$ cat config.mk
export PLATFORM = sky130hd
export DESIGN_NAME = ryu_move_sequencer
export DESIGN_NICKNAME = d
export VERILOG_FILES = /design/src/rtl/ryu_pkg.sv /design/src/rtl/ryu_pixel_mux.sv /design/src/rtl/ryu_move_sequencer.sv
export SDC_FILE = /design/constraint.sdc
export NUM_CORES = 1
export LEC_CHECK = 0
export BUFFER_PORTS_ARGS = -buffer_cell sky130_fd_sc_hd__buf_2
export CORE_UTILIZATION = 45
export DETAILED_ROUTE_END_ITERATION = 6
export PLACE_DENSITY = 0.76
export SLEW_MARGIN = 20
export SYNTH_ARGS = -nofsm -noshare
export SYNTH_HDL_FRONTEND = slang
export SYNTH_HIERARCHICAL = 1
export SYNTH_SLANG_ARGS = --single-unit
$ cat constraint.sdc
create_clock -name vga_clk -period 3.5 [get_ports vga_clk]
set_input_delay 0.35 -clock vga_clk [delete_from_list [all_inputs] [get_ports vga_clk]]
set_output_delay 0.35 -clock vga_clk [all_outputs]
set_load 0.005 [all_outputs]
$ cat src/rtl/ryu_pkg.sv
// Shared types for the Ryu move sequencer: FSM states, sprite encodings, frame counter width.
// Optional kick path is enabled by defining RYU_KICK_EN.
package ryu_pkg;

    localparam int FRAME_CNT_W = 4;

    typedef enum logic [2:0] {
        IDLE     = 3'd0,
        WINDUP   = 3'd1,
        ACTIVE   = 3'd2,
        RECOVER  = 3'd3,
        COOLDOWN = 3'd4,
        BLOCK    = 3'd5
    } move_state_t;

    typedef enum logic [1:0] {
        SPR_IDLE  = 2'd0,
        SPR_PUNCH = 2'd1,
        SPR_KICK  = 2'd2,
        SPR_BLOCK = 2'd3
    } sprite_sel_t;

    // Phase counter load value: a phase of n frames counts n-1 down to 0.
    function automatic logic [FRAME_CNT_W-1:0] phase_load(input int n);
        return FRAME_CNT_W'(n - 1);
    endfunction

endpackage

$ cat src/rtl/ryu_pixel_mux.sv
// Registered pixel mux: picks the {on, rgb} pair named by sprite_sel, 1 vga_clk latency.
// Transparent pixels output black; kick sprite only selectable when RYU_KICK_EN is defined.
module ryu_pixel_mux
    import ryu_pkg::*;
(
    input  logic        clk_i,
    input  logic        rst_i,
    input  sprite_sel_t sprite_sel_i,
    input  logic        idle_on_i,
    input  logic        punch_on_i,
    input  logic        kick_on_i,
    input  logic        block_on_i,
    input  logic [11:0] idle_rgb_i,
    input  logic [11:0] punch_rgb_i,
    input  logic [11:0] kick_rgb_i,
    input  logic [11:0] block_rgb_i,
    output logic        ryu_on_o,
    output logic [11:0] rgb_o
);

    logic        on_d;
    logic [11:0] rgb_d;
    logic        on_q;
    logic [11:0] rgb_q;

    always_comb begin
        on_d  = idle_on_i;
        rgb_d = idle_rgb_i;
        case (sprite_sel_i)
            SPR_PUNCH: begin
                on_d  = punch_on_i;
                rgb_d = punch_rgb_i;
            end
`ifdef RYU_KICK_EN
            SPR_KICK: begin
                on_d  = kick_on_i;
                rgb_d = kick_rgb_i;
            end
`endif
            SPR_BLOCK: begin
                on_d  = block_on_i;
                rgb_d = block_rgb_i;
            end
            default: ;
        endcase
    end

`ifndef RYU_KICK_EN
    logic unused_kick;
    assign unused_kick = ^{kick_on_i, kick_rgb_i};
`endif

    always_ff @(posedge clk_i or posedge rst_i) begin
        if (rst_i) begin
            on_q  <= 1'b0;
            rgb_q <= 12'h000;
        end else begin
            on_q  <= on_d;
            rgb_q <= on_d ? rgb_d : 12'h000;
        end
    end

    assign ryu_on_o = on_q;
    assign rgb_o    = rgb_q;

endmodule

$ cat src/rtl/ryu_move_sequencer.sv
// Frame-rate move FSM for Ryu: latches punch/kick edges in IDLE, sequences windup/active/recover/cooldown.
// State changes only on vsync falling edge; kick path compiled in only with RYU_KICK_EN.
module ryu_move_sequencer
    import ryu_pkg::*;
#(
    parameter int WINDUP_FRAMES   = 2,
    parameter int ACTIVE_FRAMES   = 4,
    parameter int RECOVER_FRAMES  = 3,
    parameter int COOLDOWN_FRAMES = 6
) (
    input  logic        vga_clk,
    input  logic        reset,
    input  logic        vs,
    input  logic        punch_req,
    input  logic        kick_req,
    input  logic        block_req,
    input  logic        idle_on,
    input  logic        punch_on,
    input  logic        kick_on,
    input  logic        block_on,
    input  logic [11:0] idle_rgb,
    input  logic [11:0] punch_rgb,
    input  logic [11:0] kick_rgb,
    input  logic [11:0] block_rgb,
    output logic [1:0]  sprite_sel,
    output logic        hit_active,
    output logic        busy,
    output logic        ryu_on,
    output logic [3:0]  red,
    output logic [3:0]  green,
    output logic [3:0]  blue
);

    localparam logic [FRAME_CNT_W-1:0] WINDUP_LOAD   = phase_load(WINDUP_FRAMES);
    localparam logic [FRAME_CNT_W-1:0] ACTIVE_LOAD   = phase_load(ACTIVE_FRAMES);
    localparam logic [FRAME_CNT_W-1:0] RECOVER_LOAD  = phase_load(RECOVER_FRAMES);
    localparam logic [FRAME_CNT_W-1:0] COOLDOWN_LOAD = phase_load(COOLDOWN_FRAMES);

    move_state_t             state_q, state_d;
    sprite_sel_t             move_q, move_d;
    logic [FRAME_CNT_W-1:0]  cnt_q, cnt_d;
    logic                    vs_q;
    logic                    punch_q;
    logic                    pend_punch_q, pend_punch_d;
    sprite_sel_t             sel_q, sel_d;
    logic                    hit_q;
    logic                    busy_q;
    logic                    frame_tick;
    logic                    punch_edge;
    logic                    kick_edge;
    logic                    pend_kick_now;

    assign frame_tick = vs_q & ~vs;
    assign punch_edge = punch_req & ~punch_q;

`ifdef RYU_KICK_EN
    logic kick_q;
    logic pend_kick_q, pend_kick_d;
    assign kick_edge     = kick_req & ~kick_q;
    assign pend_kick_now = pend_kick_q;
`else
    logic unused_kick_req;
    assign unused_kick_req = kick_req;
    assign kick_edge       = 1'b0;
    assign pend_kick_now   = 1'b0;
`endif

    always_comb begin
        state_d      = state_q;
        move_d       = move_q;
        cnt_d        = cnt_q;
        pend_punch_d = pend_punch_q;
`ifdef RYU_KICK_EN
        pend_kick_d  = pend_kick_q;
        if (state_q == IDLE) pend_kick_d = pend_kick_q | kick_edge;
`endif
        // Edges are only remembered while idle; a move being taken below wipes them.
        if (state_q == IDLE) pend_punch_d = pend_punch_q | punch_edge;

        if (frame_tick) begin
            case (state_q)
                IDLE: begin
                    if (block_req || pend_punch_q || pend_kick_now) begin
                        pend_punch_d = 1'b0;
`ifdef RYU_KICK_EN
                        pend_kick_d  = 1'b0;
`endif
                        cnt_d        = WINDUP_LOAD;
                        if (block_req) begin
                            state_d = BLOCK;
                        end else begin
                            state_d = WINDUP;
                            move_d  = pend_punch_q ? SPR_PUNCH : SPR_KICK;
                        end
                    end
                end
                WINDUP, ACTIVE, RECOVER, COOLDOWN: begin
                    if (cnt_q != '0) begin
                        cnt_d = cnt_q - FRAME_CNT_W'(1);
                    end else begin
                        case (state_q)
                            WINDUP:  begin state_d = ACTIVE;   cnt_d = ACTIVE_LOAD;   end
                            ACTIVE:  begin state_d = RECOVER;  cnt_d = RECOVER_LOAD;  end
                            RECOVER: begin state_d = COOLDOWN; cnt_d = COOLDOWN_LOAD; end
                            default: begin state_d = IDLE;     cnt_d = '0;            end
                        endcase
                    end
                end
                BLOCK: begin
                    if (!block_req) begin
                        state_d = IDLE;
                        cnt_d   = '0;
                    end
                end
                default: begin
                    state_d = IDLE;
                    cnt_d   = '0;
                end
            endcase
        end
    end

    // Outputs are registered from next state so they move one cycle after the tick.
    always_comb begin
        sel_d = SPR_IDLE;
        case (state_d)
            WINDUP, ACTIVE, RECOVER: sel_d = move_d;
            BLOCK:                   sel_d = SPR_BLOCK;
            default:                 ;
        endcase
    end

    always_ff @(posedge vga_clk or posedge reset) begin
        if (reset) begin
            state_q      <= IDLE;
            move_q       <= SPR_IDLE;
            cnt_q        <= '0;
            vs_q         <= 1'b1;
            punch_q      <= 1'b0;
            pend_punch_q <= 1'b0;
            sel_q        <= SPR_IDLE;
            hit_q        <= 1'b0;
            busy_q       <= 1'b0;
        end else begin
            state_q      <= state_d;
            move_q       <= move_d;
            cnt_q        <= cnt_d;
            vs_q         <= vs;
            punch_q      <= punch_req;
            pend_punch_q <= pend_punch_d;
            sel_q        <= sel_d;
            hit_q        <= (state_d == ACTIVE);
            busy_q       <= (state_d != IDLE);
        end
    end

`ifdef RYU_KICK_EN
    always_ff @(posedge vga_clk or posedge reset) begin
        if (reset) begin
            kick_q      <= 1'b0;
            pend_kick_q <= 1'b0;
        end else begin
            kick_q      <= kick_req;
            pend_kick_q <= pend_kick_d;
        end
    end
`endif

    logic [11:0] rgb;

    ryu_pixel_mux u_pixel_mux (
        .clk_i        (vga_clk),
        .rst_i        (reset),
        .sprite_sel_i (sel_q),
        .idle_on_i    (idle_on),
        .punch_on_i   (punch_on),
        .kick_on_i    (kick_on),
        .block_on_i   (block_on),
        .idle_rgb_i   (idle_rgb),
        .punch_rgb_i  (punch_rgb),
        .kick_rgb_i   (kick_rgb),
        .block_rgb_i  (block_rgb),
        .ryu_on_o     (ryu_on),
        .rgb_o        (rgb)
    );

    assign sprite_sel         = sel_q;
    assign hit_active         = hit_q;
    assign busy               = busy_q;
    assign {red, green, blue} = rgb;

endmodule
== Word level (Yosys, flattened, before mapping) ==
Cells that the tools add are included.

* Logic and storage cells: 62
* Bits in registers: 29
* Output and inout bits: 17

* Reductions and logical operators: 7
* Multiplexer cells: 25
* Equality and inequality tests: 13
* Bitwise gates (word level): 5
* Add/sub/neg operators: 1

{| class="wikitable"
|+ Operators with widths
! kind !! count
|-
| 3-bit case mux with 3 select lines || 3
|-
| 12-bit case mux with 2 select lines || 1
|-
| 3-bit 2-to-1 mux || 5
|-
| 3-bit by 2-bit == test with 1-bit output, second input constant || 4
|-
| 12-bit 2-to-1 mux || 1
|-
| 4-bit 2-to-1 mux || 3
|-
| 4-bit case mux with 3 select lines || 1
|-
| 2-bit 2-to-1 mux || 5
|-
| 3-bit == test, second input constant || 3
|-
| 3-bit by 1-bit == test with 1-bit output, second input constant || 2
|-
| 1-bit 2-to-1 mux || 4
|-
| 2-bit case mux with 2 select lines || 1
|-
| 4-bit nonzero test || 1
|-
| 4-bit OR reduction || 1
|-
| 4-bit by 1-bit subtractor with 4-bit output, second input constant || 1
|-
| 3-bit logical NOT || 1
|-
| 3-bit AND reduction || 1
|-
| 3-bit nonzero test || 1
|-
| 3-bit OR reduction || 1
|-
| 1-bit bitwise AND || 2
|-
| 2-bit by 1-bit == test with 1-bit output, second input constant || 1
|-
| 2-bit == test, second input constant || 1
|-
| 2-bit by 1-bit inequality test with 1-bit output, second input constant || 1
|-
| 2-bit inequality test, second input constant || 1
|-
| other kinds (4) || 5
|}

== Longest topological paths before layout ==
Gate-level depths: netlist (run 1).

* Depth in word-level cells: 8
* Gate-level depth with buffers: 7
* Gate-level depth less buffers: 6

== Cells and area by module ==
Netlist (run 1), hierarchy kept.

{| class="wikitable"
|+ By module, submodules not included
! module !! area an instance (um^2) !! seq. area each (um^2) !! cells an instance !! instances
|-
| ryu_move_sequencer || 973.4 || 401.6 || 102 || 1
|-
| ryu_pixel_mux || 670.6 || 325.3 || 59 || 1
|}

== Worst setup path after synthesis (run 1) ==
Ideal clock, no wire load.

* Path type: register -> register
* Start point: register cnt_q[0]
* End point: register hit_q, in the netlist hit_active
* Period minus slack after synthesis: 1.742 ns
* Library setup time: 0.069 ns
* Data arrival time: 1.674 ns
* Buffers on the path: 1
* Setup slack: 1.758 ns
* Required time: 3.431 ns
* Stages on the path, launching flop included: 8
* Cells stage by stage: dfrtp_1 -> inv_1 -> ha_1 -> or3b_1 -> buf_6 -> o311a_1 -> a21oi_2 -> and4b_1

* Cells in the longest elaborated chain, start to end: 5

{| class="wikitable"
|+ Ends and longest elaborated chain
! element !! RTL line !! text
|-
| from (decl) || ryu_move_sequencer.sv:41 || <nowiki>logic [FRAME_CNT_W-1:0] cnt_q, cnt_d;</nowiki>
|-
| from (signal assigned) || ryu_move_sequencer.sv:147 || <nowiki>cnt_q <= cnt_d;</nowiki>
|-
| 4-bit nonzero test || ryu_move_sequencer.sv:98 || <nowiki>if (cnt_q != '0) begin</nowiki>
|-
| 3-bit 2-to-1 mux || ryu_move_sequencer.sv:98 ||
|-
| 3-bit case mux with 3 select lines || ryu_move_sequencer.sv:81 || <nowiki>case (state_q)</nowiki>
|-
| 3-bit 2-to-1 mux || ryu_move_sequencer.sv:80 || <nowiki>if (frame_tick) begin</nowiki>
|-
| 3-bit by 2-bit == test with 1-bit output || ryu_move_sequencer.sv:152 || <nowiki>hit_q <= (state_d == ACTIVE);</nowiki>
|-
| to (signal assigned) || ryu_move_sequencer.sv:152 ||
|-
| to (decl) || ryu_move_sequencer.sv:46 || <nowiki>logic hit_q;</nowiki>
|}

Every way passes these cells.
A chain may end at the register's enable or synchronous reset.

== Worst setup path after layout (run 1) ==
Same ends and word-level chain as after synthesis.

==> results of run 1 <==
[metal layers]
layer / GRT usage, % / wire length (um) / vias to the layer above
li1: - / - / 704
met4: 7.85 / 65 / 0
met2: 33.2 / 1670 / 56
met1: 24.5 / 1590 / 646
met3: 5.66 / 223 / 5
met5: 0 / 0 / -
[stage by stage]
stage          hold slack (ps)  instances  power [mW]
4_1_cts                   33.8        265        1.16
6_report                  27.9        265        1.14
3_3_place_gp               397        257       0.945
2_1_floorplan              227        161       0.852
3_5_place_dp               404        257       0.956
5_1_grt                   51.2        265        1.24
[sequential cells by signal, summed over array words and instances, names as in the netlist]
| name | flops |
|---|---|
| cnt_q | 4 |
| state_q | 3 |
| punch_q | 1 |
| hit_active | 1 |
| busy | 1 |
| move_q | 2 |
| sprite_sel | 2 |
| u_pixel_mux/ryu_on_o | 1 |
| vs_q | 1 |
| u_pixel_mux/rgb_o | 12 |
| pend_punch_q | 1 |
[cells by family (layout without fill, tap and decap cells)]
| group | Yosys count | count (layout) | share of synthesized area, % |
|---|---|---|---|
| XOR/XNOR | 2 | 2 | 1.07 |
| buffers and inverters | 21 | 79 | 7.31 |
| AND/OR/NAND/NOR | 51 | 51 | 17.4 |
| flip-flops | 29 | 29 | 44.2 |
| adder cells (fa/ha/maj) | 2 | 2 | 1.52 |
| multiplexers | 17 | 17 | 11.5 |
| AO/OA/AOI/OAI | 39 | 39 | 17.0 |
[power groups by stage]
stage,clock [mW],sequential (mW),combinational (mW)
detailed placement,0,0.508,0.448
global placement,0,0.506,0.439
finish,0.194,0.503,0.448
global route,0.219,0.521,0.503
CTS,0.203,0.502,0.453
floorplan,0,0.462,0.390
[how the worst max path moves through the flow]
stage                                end            startpoint  cells after the start
floorplan           hit_active$_DFF_PP0_  cnt_q[0]$_DFFE_PP0P_                      7
global placement    hit_active$_DFF_PP0_  cnt_q[0]$_DFFE_PP0P_                      6
detailed placement  hit_active$_DFF_PP0_  cnt_q[0]$_DFFE_PP0P_                      6
CTS                 hit_active$_DFF_PP0_  cnt_q[0]$_DFFE_PP0P_                      6
global route        hit_active$_DFF_PP0_  cnt_q[0]$_DFFE_PP0P_                      6
finish              hit_active$_DFF_PP0_  cnt_q[0]$_DFFE_PP0P_                      6
[synthesized netlist by cell type, types with 2 or more instances]
cell / count / area (um^2)
a21oi_1: 8 / 40.0
inv_1: 9 / 33.8
nand2b_1: 3 / 18.8
clkbuf_1: 3 / 11.3
mux2i_1: 14 / 140
buf_6: 4 / 45.0
a211oi_1: 13 / 97.6
nor2_1: 17 / 63.8
nand3b_1: 2 / 15.0
nor3_1: 3 / 15.0
o21ai_0: 2 / 10.0
or4bb_1: 2 / 22.5
dfrtp_1: 28 / 701
buf_2: 3 / 15.0
nand3_1: 4 / 20.0
a31oi_1: 5 / 31.3
or3_1: 3 / 18.8
ha_1: 2 / 25.0
buf_4: 2 / 15.0
nand2_1: 7 / 26.3
o21bai_1: 2 / 15.0
[layout make-up]
class | count | area share, %
Inverter | 9 | 1.70
Clock buffer | 6 | 2.08
Sequential cell | 29 | 36.7
Multi-Input combinational cell | 111 | 40.2
Timing Repair Buffer | 62 | 15.9
Tap cell | 46 | 2.90
Clock inverter | 2 | 0.505
==> impl_metrics.toml, run 1 <==
[outcome]
outcome = "completed"

[sta]
slew_violations = 0
worstMarginPinSlew_ps = 696
layout_setup_ws_ps = 1410
max_freq_mhz = 479
fin_crit_ps = 2090
finalSetupTns_ps = 0
clock_skew_ps = 8.12
hold_viol_final = 0
rsz0062_at_grt = "no"
maxSlewHeadroom_pct = 53.5
setup_viol = 0
fin_crit_sh_pct = 59.6

[route]
viasPerCell = 5.32
drt_iter0_drc = 53
totalWireLength_um = 3550
drtPass1Iterations = 4
post-route-drc-count = 0
wl_per_cell_um = 13.4
vias = 1411
ant_nets = 0

[synth]
synthFlopType = "dfrtp_1"
yosysSeqAreaShare_pct = 44.2
netlist_instances = 161
syn-cell-area_um2 = 1640
synth_area_per_cell_um2 = 10.2
synth_nets = 221
async_flop_share_pct = 100
synth.distinct_cells = 46
synth_edf_count = 0
yosysWarningCount = 6
ys_ff_latch = 29

[global_route]
grt_max_degree = 20
grt.total_usage_pct = 20.0
overflow = 0
grt_pass1_wl_um = 6040
grt_pass1_vias = 1336
antenna_found_initial = 0

[clock_network]
postCtsHoldBufs = 0
clkLatencyLatePin_ps = 330
cts_root_buf = "clkbuf_4"
numCtsBuffers = 5
path_clk_slew_ps = 100
clockBufferDepth = 2
cts_resized = 0
clock-sinks = 29
tritoncts = "yes"
post_cts_buffers = 0
cts_max_level = 2

[critical_path]
crit_family = "simple AND/OR/NAND/NOR gates"
crit-reg2reg-launch = "cnt_q[0]$_DFFE_PP0P_"
crit_path_end_kind = "flip-flop"
timing.rr.end = "hit_active$_DFF_PP0_"
crit_slowest_cell = "nor3b_1"
crit_chain = "inv_1 > ha_1 > nor3b_1 > nand3_1 > a31oi_1 > and4b_1"
cp_num_buf_inv = 1
cp.arrival_ps = 2300
cpPeakStageDelay_ps = 580
rr_worst_depth = 6
r2r_slack_ps = 1410
crit_type = "reg2reg"
cp.required_ps = 3720
cp_max_fo = 6
critPathLaunchType = "flip-flop"

[placed_design]
dp_slack_ps = 1500
place_area_um2 = 1930
dp.final_hpwl_um = 2490
gp_congestion = 0.800
port_buffers = 60

[layout]
layout_common_cells = "60 x buf_2, 28 x dfrtp_1, 17 x nor2_1"
antennaDiodeCount = 0
multiInputGateArea_um2 = 797
fin_area_um2 = 1980
fin_util_pct = 58.0
syn2layout_area_growth_pct = 20.5
drive_gt1_share_pct = 35.6
regArea_um2 = 727
nets = 278
final_common_cell = "buf_2"
nFillCells = 316

[power]
clock_power_share_pct = 17.0
intPower_mw = 0.703
powerDensity_nw_per_um2 = 578
p_seq_share_pct = 43.9
power_frac_comb_pct = 39.1
p_leak_nw = 0.956
switching_share_pct = 38.5
p_switching_mw = 0.441
ir_worst_vdd_mv = 0.245

[floorplanning]
num_io_pins = 75
core_area_um2 = 3420
num_rows = 21
die-area_um2 = 3900
initial_core_util_pct = 48.1
die_w_um = 62.4
die_h_um = 62.4

[worst_hold_path]
hold_path_class = "in2async"

[run]
drv_cap = 0
No activity file was read; power rests on OpenSTA's default activity.
==> inputs of run 2 (changes only) <==
==> constraint.sdc (replaced) <==
create_clock -name vga_clk -period 2 [get_ports vga_clk]
set_input_delay 0.2 -clock vga_clk [delete_from_list [all_inputs] [get_ports vga_clk]]
set_output_delay 0.2 -clock vga_clk [all_outputs]
set_load 0.005 [all_outputs]
==> run 2 against run 1 <==
Total power up 83%. Setup slack worse by 1300 ps. Design area rose by 4.2%. Clock-buffer cell count unchanged. Fmax grew 13%. Sequential power increased by 62%. Critical path type unchanged.
==> impl_metrics.toml, run 2 (same netlist as run 1, synthesis figures left out) <==
[critical_path]
cp.required_ps = 2280
cpPeakStageDelay_ps = 450
rr_worst_depth = 6
critPathLaunchType = "flip-flop"
cp.arrival_ps = 2120
crit_type = "reg2reg"
cp_max_fo = 9
crit_chain = "inv_1 > ha_1 > or3b_4 > o311a_1 > a21oi_2 > and4b_1"
crit_slowest_cell = "or3b_4"
crit_path_end_kind = "flip-flop"

[clock_network]
clkLatencyLatePin_ps = 340
clockBufferDepth = 2
tritoncts = "yes"
numCtsBuffers = 5
cts_root_buf = "clkbuf_4"
cts_max_level = 2
path_clk_slew_ps = 90
clock-sinks = 29

[layout]
nets = 287
syn2layout_area_growth_pct = 25.6
antennaDiodeCount = 0
fin_area_um2 = 2070
drive_gt1_share_pct = 37.7
largest_reg_flops = 12
final_common_cell = "buf_2"
layout_common_cells = "60 x buf_2, 28 x dfrtp_1, 17 x nor2_1"

[sta]
rsz0062_at_grt = "no"
hold_ws_ps = 118
clock_skew_ps = 3.95
fin_crit_sh_pct = 92.0
slew_violations = 0
maxSlewHeadroom_pct = 59.1
worstMarginPinSlew_ps = 613
hold_viol_final = 0
finalSetupTns_ps = 0
fin_crit_ps = 1840
setup_viol = 0
max_freq_mhz = 543

[global_route]
antenna_found_initial = 0
overflow = 0
grt.total_usage_pct = 19.4
grt_pass1_wl_um = 5940
grt_max_degree = 26
grt_pass1_vias = 1329

[floorplanning]
initial_core_util_pct = 48.1
die-area_um2 = 3900
core_area_um2 = 3420
die_w_um = 62.4
die_h_um = 62.4
num_rows = 21
num_io_pins = 75

[placed_design]
port_buffers = 60
place_area_um2 = 1980
dp.final_hpwl_um = 2580
gp_congestion = 0.888

[route]
viasPerCell = 5.30
drtPass1Iterations = 4
ant_nets = 0
wl_per_cell_um = 13.0
vias = 1453
post-route-drc-count = 0
drt_iter0_drc = 55
totalWireLength_um = 3550

[worst_hold_path]
hold_path_class = "in2reg"
worstHoldPathCells = 3

[power]
p_leak_nw = 1.00
ir_worst_vdd_mv = 0.559
powerDensity_nw_per_um2 = 1010

[run]
drv_cap = 0

[outcome]
outcome = "completed"
[run 2: cell types whose count changed in the layout (fill, tap and decap cells not counted), sizes merged]
cell         change
buf              +6
dlygate4sd3      +3
[run 2: area by class of cell]
| cell class | instances | area, um^2 |
|---|---|---|
| well taps | 46 | 57.6 |
| clock buffers | 6 | 41.3 |
| multi-input cells | 111 | 806 |
| repair buffers | 71 | 390 |
| clock inverters | 2 | 10.0 |
| inverters | 9 | 33.8 |
| flip-flops and latches | 29 | 727 |
| fillers | 303 | 1350 |
[run 2: what timing repair did]
action                                 in CTS  in global routing
setup endpoints to repair                   0                  2
gates resized for setup                     0                  2
buffers inserted                            0                  0
hold buffers                                3                  0
endpoints found under the hold margin      30                  0
[run 2: layer usage]
| layer | track usage [%] | vias to the layer above | wire [um] |
|---|---|---|---|
| met3 | 7.12 | 7 | 323 |
| met1 | 23.5 | 665 | 1580 |
| li1 | - | 723 | - |
| met4 | 7.85 | 0 | 57 |
| met2 | 31.3 | 58 | 1590 |
| met5 | 0 | - | 0 |
[run 2: report_power, final]
| group | switching [mW] | internal [mW] | leakage (nW) |
|---|---|---|---|
| Combinational | 0.498 | 0.440 | 0.609 |
| Sequential | 0.0881 | 0.725 | 0.359 |
| Clock | 0.212 | 0.134 | 0.0320 |
| Total | 0.798 | 1.30 | 1.00 |
[run 2: stage by stage]
stage / worst slack, ps / util (%) / std cells / power [mW]
after floorplan: 258 / - / 161 / 1.49
after global placement: 143 / 57.8 / 263 / 1.72
after detailed placement: 89.0 / 57.8 / 263 / 1.75
after CTS: 62.5 / 60.2 / 274 / 2.11
after global routing: 29.0 / 60.5 / 274 / 2.27
final: 159 / 60.5 / 274 / 2.10
[run 2: worst paths after layout]
path / from / end / slack [ps]
setup / recovery: cnt_q[0]$_DFFE_PP0P_ / hit_active$_DFF_PP0_ / 160
hold / removal: idle_rgb[6] / u_pixel_mux/rgb_o[6]$_DFF_PP0_ / 120
setup reg to reg: cnt_q[0]$_DFFE_PP0P_ / hit_active$_DFF_PP0_ / 160
hold reg to reg: move_q[0]$_DFF_PP0_ / move_q[0]$_DFF_PP0_ / 460
max in group asynchronous: reset / sprite_sel[1]$_DFF_PP0_ / 1110
min in group asynchronous: reset / u_pixel_mux/ryu_on_o$_DFF_PP0_ / 440
[run 2: worst max-delay path, delay by kind of cell (launching register included)]
kind            cells  cell delay, ps
simple gates        2             640
compound gates      2             430
flops               1             410
fa+ha+maj           1             180
buf+inv             1             120
==> inputs of run 3 (changes only) <==
--- a/config.mk
+++ b/config.mk
@@ -6,9 +6,9 @@
 export NUM_CORES = 1
 export LEC_CHECK = 0
 export BUFFER_PORTS_ARGS = -buffer_cell sky130_fd_sc_hd__buf_2
-export CORE_UTILIZATION = 45
+export CORE_UTILIZATION = 47
 export DETAILED_ROUTE_END_ITERATION = 6
-export PLACE_DENSITY = 0.76
+export PLACE_DENSITY = 0.8
 export SLEW_MARGIN = 20
 export SYNTH_ARGS = -nofsm -noshare
 export SYNTH_HDL_FRONTEND = slang
==> run 3 against run 2 <==
Setup slack got worse by 35 ps. Die area fell by 4.1%. Largest power group unchanged. Non-clock buffer count did not move. Worst hold slack got worse by 100 ps. Critical path depth did not move. Sequential power fell by 0.5%. Combinational power rose by 3.9%. Highest routed layer unchanged. Via count rose by 1.2%. Cell count fell by 0.36%. Register-to-register slack got worse by 40 ps. Core utilization rose by 1.8 points. Design area rose by 0.55%.
==> impl_metrics.toml, run 3 (same netlist as run 1, synthesis figures left out) <==
[sta]
hold_viol_final = 0
fin_crit_ps = 1880
rsz0062_at_grt = "no"
hold_ws_ps = 17.0
finalSetupTns_ps = 0
fin_crit_sh_pct = 93.8
layout_setup_ws_ps = 124
worstMarginPinSlew_ps = 592
clock_skew_ps = 8.22
maxSlewHeadroom_pct = 60.5
setup_viol = 0
slew_violations = 0
max_freq_mhz = 533

[placed_design]
port_buffers = 60
dp_cells = 264
gp_congestion = 0.830
dp.final_hpwl_um = 2560
dp_slack_ps = 144

[floorplanning]
num_io_pins = 75
die_h_um = 61.1
initial_core_util_pct = 49.3
num_rows = 21
die_w_um = 61.1
core_area_um2 = 3340
die-area_um2 = 3740

[route]
ant_nets = 0
drtPass1Iterations = 5
totalWireLength_um = 3440
viasPerCell = 5.38
vias = 1470
post-route-drc-count = 0
wl_per_cell_um = 12.6
drt_iter0_drc = 91

[worst_hold_path]
hold_end = "vs_q$_DFF_PP1_"
worstHoldPathCells = 1
min_from = "vs"
hold_path_class = "in2reg"

[critical_path]
timing.rr.end = "hit_active$_DFF_PP0_"
r2r_slack_ps = 120
crit_start = "cnt_q[0]$_DFFE_PP0P_"
crit-reg2reg-launch = "cnt_q[0]$_DFFE_PP0P_"
cp_max_fo = 7
rr_worst_depth = 6
cp.required_ps = 2260
cp.arrival_ps = 2140
crit_type = "reg2reg"
crit_path_end_kind = "flip-flop"
critPathLaunchType = "flip-flop"

[layout]
largest_reg_flops = 12
nets = 287
drive_gt1_share_pct = 37.4
final_common_cell = "buf_2"
antennaDiodeCount = 0
layoutNonFillerInstCount = 273
layout_common_cells = "60 x buf_2, 28 x dfrtp_1, 17 x nor2_1"
syn2layout_area_growth_pct = 26.3

[power]
ir_worst_vdd_mv = 0.548
p_leak_nw = 1.01
power_mw = 2.13
powerDensity_nw_per_um2 = 1030

[clock_network]
path_clk_slew_ps = 90
tritoncts = "yes"
clkLatencyLatePin_ps = 320
cts_root_buf = "clkbuf_4"
clockBufferDepth = 2
cts_max_level = 2
post_cts_buffers = 0
clock-sinks = 29
numCtsBuffers = 5

[global_route]
grt_pass1_wl_um = 5350
antenna_found_initial = 0
grt.total_usage_pct = 19.7
grt_pass1_vias = 1251
overflow = 0
grt_max_degree = 26

[run]
drv_cap = 0

[outcome]
outcome = "completed"
[run 3: cell count changes in the layout (fill, tap and decap cells not counted), sizes merged]
cell,change
clkbuf,+1
clkinv,-2
dlygate4sd3,-1
buf,+1
[run 3: area by class of cell]
type	count	area, um^2
timing repair buffer	71	400
clock buffer	7	55.1
multi-input combinational	111	803
tap	46	57.6
fill	286	1260
sequential	29	727
inverter	9	33.8
[run 3: stage by stage]
stage	cell area, um^2	util [%]
2_1_floorplan	1640	-
3_3_place_gp	2000	59.8
3_5_place_dp	2000	59.8
4_1_cts	2070	62.1
5_1_grt	2080	62.2
6_report	2080	62.2
[run 3: power by group]
part / leakage [nW] / internal (mW) / total, mW / switching (mW)
registers: 0.359 / 0.726 / 0.810 / 0.0843
clock network: 0.0314 / 0.166 / 0.347 / 0.182
logic: 0.615 / 0.471 / 0.974 / 0.503
[run 3: critical path, stage by stage, from the launching register on]
cell     delay (ps)
dfrtp_1         410
inv_1           110
ha_1            160
or3b_1          480
nor4_1          300
a31oi_1         110
and4b_1         250
[run 3: what timing repair did]
item | CTS | global route
hold buffers | 2 | 0
resized for setup | 0 | 1
hold endpoints to repair | 29 | 0
setup endpoints to repair | 0 | 1
[run 3: how the worst max path moves through the flow]
stage | end | slack [ps] | depth (start not counted)
6_report | hit_active$_DFF_PP0_ | 120 | 6
3_3_place_gp | sprite_sel[0]$_DFF_PP0_ | 100 | 6
4_1_cts | sprite_sel[0]$_DFF_PP0_ | 100 | 6
3_5_place_dp | sprite_sel[0]$_DFF_PP0_ | 140 | 6
5_1_grt | hit_active$_DFF_PP0_ | 10 | 6
2_1_floorplan | hit_active$_DFF_PP0_ | 260 | 7
[run 3: per-layer routing]
layer | global-route usage (%) | part of all wire [%] | vias to the layer above
li1 | - | - | 718
met1 | 24.0 | 43 | 668
met2 | 33.4 | 46 | 77
met3 | 5.67 | 9.8 | 7
met4 | 6.82 | 1.6 | 0
met5 | 0 | 0 | -
